<file path="src/rtl/serial_cfg_tx.sv">
// serial_cfg_tx: configuration transmitter for the analog backend serial port.
// On an accepted start it latches two gain words, holds the backend in reset,
// releases it, shifts five bits LSB-first (gainA1[0..1] then gainA2[0..2]) on
// o_sclk/o_sdin, then waits for the backend's ready with a timeout.
//
// Ports:
//   i_clk        system clock, all state on posedge
//   i_resetAll   asynchronous active-high reset
//   i_start      start request, sampled in idle only
//   i_gainA1     gain word 1 (2b), latched on accepted start
//   i_gainA2     gain word 2 (3b), latched on accepted start
//   i_ready      backend ready, only observed while waiting for it
//   o_resetbAll  active-low reset to the backend
//   o_sclk       serial clock, backend samples o_sdin on its rising edge
//   o_sdin       serial data, changes only on falling o_sclk
//   o_busy       high from accepted start until o_done
//   o_done       one-cycle pulse at end of transfer (success or timeout)
//   o_timeout    sticky timeout flag, cleared by the next accepted start
module serial_cfg_tx #(
  parameter int unsigned SCLK_HALF   = 2,
  parameter int unsigned RST_CYCLES  = 3,
  parameter int unsigned RDY_TIMEOUT = 64
) (
  input  logic       i_clk,
  input  logic       i_resetAll,
  input  logic       i_start,
  input  logic [1:0] i_gainA1,
  input  logic [2:0] i_gainA2,
  input  logic       i_ready,
  output logic       o_resetbAll,
  output logic       o_sclk,
  output logic       o_sdin,
  output logic       o_busy,
  output logic       o_done,
  output logic       o_timeout
);

  localparam int unsigned MaxA   = (SCLK_HALF > RST_CYCLES) ? SCLK_HALF : RST_CYCLES;
  localparam int unsigned MaxCnt = (MaxA > RDY_TIMEOUT) ? MaxA : RDY_TIMEOUT;
  localparam int unsigned CntW   = $clog2(MaxCnt) + 1;

  typedef enum logic [2:0] {StIdle, StRst, StLo, StHi, StWaitRdy} state_e;

  state_e            state_q, state_d;
  logic [CntW-1:0]   cnt_q, cnt_d;
  logic [2:0]        bitcnt_q, bitcnt_d;
  logic [4:0]        shreg_q, shreg_d;
  logic              resetb_q, resetb_d;
  logic              sclk_q, sclk_d;
  logic              sdin_q, sdin_d;
  logic              busy_q, busy_d;
  logic              done_q, done_d;
  logic              timeout_q, timeout_d;

  always_ff @(posedge i_clk or posedge i_resetAll) begin
    if (i_resetAll) begin
      state_q   <= StIdle;
      cnt_q     <= '0;
      bitcnt_q  <= '0;
      shreg_q   <= '0;
      resetb_q  <= 1'b0;
      sclk_q    <= 1'b0;
      sdin_q    <= 1'b0;
      busy_q    <= 1'b0;
      done_q    <= 1'b0;
      timeout_q <= 1'b0;
    end else begin
      state_q   <= state_d;
      cnt_q     <= cnt_d;
      bitcnt_q  <= bitcnt_d;
      shreg_q   <= shreg_d;
      resetb_q  <= resetb_d;
      sclk_q    <= sclk_d;
      sdin_q    <= sdin_d;
      busy_q    <= busy_d;
      done_q    <= done_d;
      timeout_q <= timeout_d;
    end
  end

  always_comb begin
    state_d   = state_q;
    cnt_d     = cnt_q;
    bitcnt_d  = bitcnt_q;
    shreg_d   = shreg_q;
    resetb_d  = resetb_q;
    sclk_d    = sclk_q;
    sdin_d    = sdin_q;
    busy_d    = busy_q;
    done_d    = 1'b0;
    timeout_d = timeout_q;

    unique case (state_q)
      StIdle: begin
        if (i_start) begin
          shreg_d   = {i_gainA2, i_gainA1};
          busy_d    = 1'b1;
          timeout_d = 1'b0;
          resetb_d  = 1'b0;
          cnt_d     = '0;
          bitcnt_d  = '0;
          state_d   = StRst;
        end
      end

      StRst: begin
        if (cnt_q == CntW'(RST_CYCLES - 1)) begin
          // Release reset and present the first bit on the same edge.
          cnt_d    = '0;
          resetb_d = 1'b1;
          sdin_d   = shreg_q[0];
          state_d  = StLo;
        end else begin
          cnt_d = cnt_q + CntW'(1);
        end
      end

      StLo: begin
        if (cnt_q == CntW'(SCLK_HALF - 1)) begin
          cnt_d   = '0;
          sclk_d  = 1'b1;
          state_d = StHi;
        end else begin
          cnt_d = cnt_q + CntW'(1);
        end
      end

      StHi: begin
        if (cnt_q == CntW'(SCLK_HALF - 1)) begin
          cnt_d    = '0;
          sclk_d   = 1'b0;
          shreg_d  = {1'b0, shreg_q[4:1]};
          bitcnt_d = bitcnt_q + 3'd1;
          if (bitcnt_q == 3'd4) begin
            sdin_d  = 1'b0;
            state_d = StWaitRdy;
          end else begin
            // Next bit goes out on the falling edge, before the shift lands.
            sdin_d  = shreg_q[1];
            state_d = StLo;
          end
        end else begin
          cnt_d = cnt_q + CntW'(1);
        end
      end

      StWaitRdy: begin
        // Ready is checked first so a ready on the expiring edge is a success.
        if (i_ready) begin
          done_d  = 1'b1;
          busy_d  = 1'b0;
          cnt_d   = '0;
          state_d = StIdle;
        end else if (cnt_q == CntW'(RDY_TIMEOUT - 1)) begin
          timeout_d = 1'b1;
          done_d    = 1'b1;
          busy_d    = 1'b0;
          cnt_d     = '0;
          state_d   = StIdle;
        end else begin
          cnt_d = cnt_q + CntW'(1);
        end
      end

      default: state_d = StIdle;
    endcase
  end

  assign o_resetbAll = resetb_q;
  assign o_sclk      = sclk_q;
  assign o_sdin      = sdin_q;
  assign o_busy      = busy_q;
  assign o_done      = done_q;
  assign o_timeout   = timeout_q;

endmodule

</file>
<file path="config.mk">
export PLATFORM = sky130hd
export DESIGN_NAME = serial_cfg_tx
export DESIGN_NICKNAME = d
export VERILOG_FILES = /design/src/rtl/serial_cfg_tx.sv
export SDC_FILE = /design/constraint.sdc
export NUM_CORES = 1
export LEC_CHECK = 0
export ABC_AREA = 1
export ABC_CLOCK_PERIOD_IN_PS = 1500
export BUFFER_PORTS_ARGS = -buffer_cell sky130_fd_sc_hd__buf_4
export CAP_MARGIN = 15
export CORE_MARGIN = 4
export CORE_UTILIZATION = 58
export DETAILED_ROUTE_END_ITERATION = 8
export GPL_TIMING_DRIVEN = 1
export PLACE_DENSITY = 0.78
export SLEW_MARGIN = 20
export SYNTH_ARGS = -nofsm -noshare
export SYNTH_HDL_FRONTEND = slang
export SYNTH_SLANG_ARGS = --single-unit
</file>
<file path="constraint.sdc">
create_clock -name i_clk -period 1.5 [get_ports i_clk]
set_input_delay 0 -clock i_clk [delete_from_list [all_inputs] [get_ports i_clk]]
set_output_delay 0 -clock i_clk [all_outputs]
set_load 0.03 [all_outputs]
</file>
Word-level counts from Yosys, hierarchy flattened
Index checks and enable logic that the tools add are counted.

Register bits: 24. Bits in latches: 0. Bits in writable memories: 0. Bits in read-only memories: 0. Input bits: 9. Output and inout bits: 6. Word-level logic and storage cells: 83. Memories kept: 0.

Add/sub/neg operators: 2. Multiply operators: 0. Divide/modulo/power cells: 0. $lt $le $gt $ge: 0. Equality and inequality tests: 15. Shifts and indexed selects: 0. Mux-type cells: 40. Bitwise operators: 0. Reductions and logical operators: 16.

Operators with widths (count): $mux 7 (5); $pmux 7 s4 (1); $mux 3 (9); $mux 1 (15); $pmux 3 s5 (1); $reduce_and 3->1 (5); $ne 2x2->1 const B (6); $mux 5 (2); $pmux 1 s2 (5); $pmux 5 s2 (1); $reduce_bool 2->1 (5); $add 7x1->7 const B (1); $eq 7x1->1 const B (1); $eq 7x2->1 const B (1); $eq 7x6->1 const B (1); $eq 3x2->1 const B (2); $eq 3x3->1 const B (2); $pmux 3 s2 (1); $reduce_and 5->1 (1); $reduce_and 4->1 (1); $reduce_bool 4->1 (1); $add 3x1->3 const B (1); $eq 3x1->1 const B (1); $logic_not 3->1 (1); 3 further kinds (3).

Logic depth before layout (Yosys ltp)
Depth in word-level cells: 4. Mapped depth: 11. Mapped depth without buffers: 11.

Worst setup path after synthesis
No wires, ideal clock.

Path type: register to register. From: register cnt_q[1]. To: register cnt_q[0]. Setup time: 122 ps. Arrival time: 1227 ps. Data required time: 1378 ps. Slack: 150 ps. Stages on the path, launching flop included: 10. Buffers on the path: 0. Clock period less this slack: 1350 ps. Path through: dfrtp_1 inv_1 ha_1 inv_1 nor2_2 nand2_2 nand2_1 nand2_1 nor2_2 a21oi_2.

Cells in the longest elaborated chain, start to end: 4. Elaborated cells between the ends (all ways): 8. Classes of those cells: eq/ne: 3; mux: 5.

Ends and longest elaborated chain: start: declaration (line 45) `logic [CntW-1:0] cnt_q, cnt_d;`; start signal: assignment (line 69) `cnt_q <= cnt_d;`; $eq 7x6->1 (line 154) `end else if (cnt_q == CntW'(RDY_TIMEOUT - 1)) begin`; $mux 7 (line 154); $mux 7 (line 149) `if (i_ready) begin`; $pmux 7 s4 (*) (line 93) `unique case (state_q)`.

Mark *: on every way between the ends. The rest lies on a longest branch, timed or not. A chain may end at the register's enable or synchronous reset.

Worst setup path in the final report
From: register cnt_q[1]. To: register state_q[0].

Cells in the longest elaborated chain, start to end: 3. Elaborated cells between the ends (all ways): 8. Classes of those cells: eq/ne: 7; reduce/logical: 1.

Ends and longest elaborated chain: $eq 7x6->1, or another cell as far along (line 154); $ne 3x3->1 (no line) / $ne 2x2->1 (equally long branches); $reduce_and 5->1 (no line) (*); end signal: assignment (line 57) `state_q <= StIdle;`; end signal: assignment (line 68) `state_q <= state_d;`; end: declaration (line 44) `state_e state_q, state_d;`.

Marks and branches as above.

==> flow_summary.ini <==
[timing]
slew_viol_final = 0
holdWs_ps = 14.19
period_share_pct = 96.64
rsz0062_at_grt = yes
slew_headroom_pct = 79.60
hold_viol = 0
setup_viol = 0
fin_crit_ps = 1450
worst_pin_slew_ps = 306.0
worst_clock_skew_ps = 12.32
max_freq_mhz = 689.8

[pwr]
peakVddDrop_v = 0.001218
powerDensity_mw_per_mm2 = 1882
total_power_mw = 3.550
p_leak_nw = 1.004

[global_routing]
overflow = 0
track_usage_pct = 22.03
grt_start_max_net_pins = 25
use_met3_pct = 4.357
busiest_layer = met2
grt_pass1_vias = 1419
antenna_found_initial = 0
grt_use_met2_pct = 35.73
use_met1_pct = 27.95
grt_pass1_wl_um = 5975

[min_path]
min_to = o_done$_DFF_PP0_
min_path_cells = 3
hold_path_class = in2reg
hold_start = i_ready

[clocking]
root_buffer = clkbuf_4
clk_pin_slew_ps = 140
htreeDepth = 1
cts.sinks = 24
clk_latency_ps = 330
cts_buffer_depth = 2
cts_tree = yes
cts_made_buffers = 3

[die]
initial_utilization_pct = 60.86
die_x_um = 59.22
dieHeight_um = 59.22
ios = 15
dieArea_sq_mm = 0.003506
core_area_sq_mm = 0.002500
row_count = 18

[synthesis]
synthCells = 206
synth_cell_types = 25
syn_area_sq_mm = 0.001521
ys_ff_latch = 24
synth_area_per_cell_sq_um = 7.386
synth.net_count = 220
yosys_warnings = 0
ys_seq_area_share_pct = 39.47

[drt]
drtPass1Iterations = 4
vias = 1480
drt_iter0_drc = 84
ant_nets = 0
drt-wirelength-per-cell_um = 13.47
viasPerCell = 5.502
route.detailed.drc = 0
routed_wl_um = 3624

[placed_design]
dpl.hpwl_um = 2607
port_buffers = 14
gp_congestion = 0.9544
placed_area_sq_mm = 0.001698

[critical_path]
cp_cell_sequence = inv_1 > ha_1 > inv_1 > nor2_2 > nand2_2 > nand2_2 > buf_4 > nand4_1 > nand2_1
crit_required_ps = 1770
r2r_setup_slack_ps = 50
critPathArrivalTime_ps = 1720
worstReg2RegStart = cnt_q[1]$_DFFE_PP0P_
crit_path_end_kind = flip-flop
critical_path_class = reg2reg
reg2regPathDepth = 9
r2r-end = state_q[0]$_DFFE_PP0P_
cp_slowest_stage_delay_ps = 480
critPathBufInv = 3
path_delay_family = simple AND/OR/NAND/NOR gates
cp_max_fo = 5
slowest_stage = dfrtp_2
worstSetupStartpointType = flip-flop

[finish]
num_antenna_cells = 0
final_nets = 254
finalInstanceArea_sq_mm = 0.001887
drive_above_1_share_pct = 29.71
syn2layout_area_growth_pct = 24.01
final_common_cell = nand2_1
layout_common_cells = 54 x nand2_1, 26 x inv_1, 26 x buf_4, 20 x dfrtp_1, 15 x nor2_1

[run_status]
outcome = finished, final reports clean

[run]
cap_violations = 0
==> registers in the layout (all words and copies together) (netlist names) <==
register,flops
cnt_q,7
shreg_q,5
bitcnt_q,3
state_q,3
o_busy,1
o_done,1
o_resetbAll,1
o_sclk,1
o_sdin,1
o_timeout,1
==> cell usage after synthesis <==
| library cell | count | share of area [%] |
|---|---|---|
| nand2_1 | 58 | 14 |
| inv_1 | 27 | 6.7 |
| dfrtp_1 | 24 | 39 |
| nor2_1 | 18 | 4.4 |
| nand3_1 | 13 | 4.3 |
| nand4_1 | 9 | 3.7 |
| nand2_2 | 8 | 3.3 |
| o21ai_1 | 8 | 2.6 |
| inv_2 | 6 | 1.5 |
| ha_1 | 5 | 4.1 |
| nor2_2 | 5 | 2.1 |
| o21ai_0 | 5 | 1.6 |
| a21oi_1 | 3 | 0.99 |
| buf_6 | 3 | 2.2 |
| xor2_1 | 3 | 1.7 |
| nand2_4 | 2 | 1.5 |
| a21oi_2 | 1 | 0.58 |
| a31oi_1 | 1 | 0.41 |
| inv_4 | 1 | 0.41 |
| nand3_2 | 1 | 0.66 |
| nor2_4 | 1 | 0.74 |
| nor2_8 | 1 | 1.3 |
| nor3_1 | 1 | 0.33 |
| o21ai_2 | 1 | 0.58 |
| o31ai_1 | 1 | 0.49 |
==> worst min-delay path, delay by kind of cell <==
kind / cells / cell delay [ps]
AOI/OAI and AO/OA: 1 / 150
buffers and inverters: 2 / 150
==> worst max-delay path by stage <==
| stage | endpoint | slack [ps] | depth (start not counted) | startpoint |
|---|---|---|---|---|
| finish | state_q[0]$_DFFE_PP0P_ | 50 | 9 | cnt_q[1]$_DFFE_PP0P_ |
| global route | state_q[1]$_DFFE_PP0P_ | -70 | 9 | cnt_q[1]$_DFFE_PP0P_ |
| CTS | cnt_q[5]$_DFFE_PP0P_ | 0.3 | 8 | cnt_q[1]$_DFFE_PP0P_ |
| detailed placement | state_q[0]$_DFFE_PP0P_ | 6 | 7 | cnt_q[1]$_DFFE_PP0P_ |
| global placement | state_q[0]$_DFFE_PP0P_ | 80 | 7 | cnt_q[1]$_DFFE_PP0P_ |
| floorplan | cnt_q[0]$_DFFE_PP0P_ | 150 | 9 | cnt_q[1]$_DFFE_PP0P_ |
==> report_power, final <==
part	switching (mW)	internal (mW)
Sequential	0.206	0.877
Clock	0.207	0.270
Combinational	1.27	0.723
==> timing repair <==
item                                   CTS  global route
buffers inserted                         0             3
endpoints found under the hold margin   29             0
hold buffers                             5             0
resized for setup                        2            16
gates cloned                             0             1
pin swaps                                0             5
setup endpoints to repair                2            19
==> stage by stage <==
step	utilization, %	setup WS [ps]	setup TNS, ps	cells
floorplan	-	150.2	0	206
global placement	67.92	76.64	0	256
detailed placement	67.92	6.275	0	256
CTS	72.22	0.2525	0	265
global route	75.48	-69.45	-324.3	269
finish	75.48	50.41	0	269
==> cell families (layout without fill, tap and decap cells) <==
| kind of cell | count (synthesis) | count (layout) | synth area share [%] |
|---|---|---|---|
| buffers and inverters | 37 | 69 | 10.77 |
| flip-flops | 24 | 24 | 39.47 |
| XOR/XNOR | 3 | 3 | 1.727 |
| adder cells (fa/ha/maj) | 5 | 5 | 4.112 |
| AO/OA/AOI/OAI | 20 | 20 | 7.319 |
| AND/OR/NAND/NOR | 117 | 118 | 36.59 |
==> layout make-up <==
type                    count  area, sq um
multi-input cells         146        815.8
repair buffers             31        245.2
flip-flops and latches     24        605.6
clock inverters             1        30.03
fillers                   175        613.1
clock buffers               3        22.52
inverters                  34        130.1
well taps                  30        37.54
==> layer usage <==
metal	wire length, um	vias to the layer above	part of all wire, %
li1	-	709	-
met5	0	-	0
met2	1765	59	49
met3	231	11	6.4
met4	68	0	1.9
met1	1558	701	43
Power figures use the tool's default switching activity.
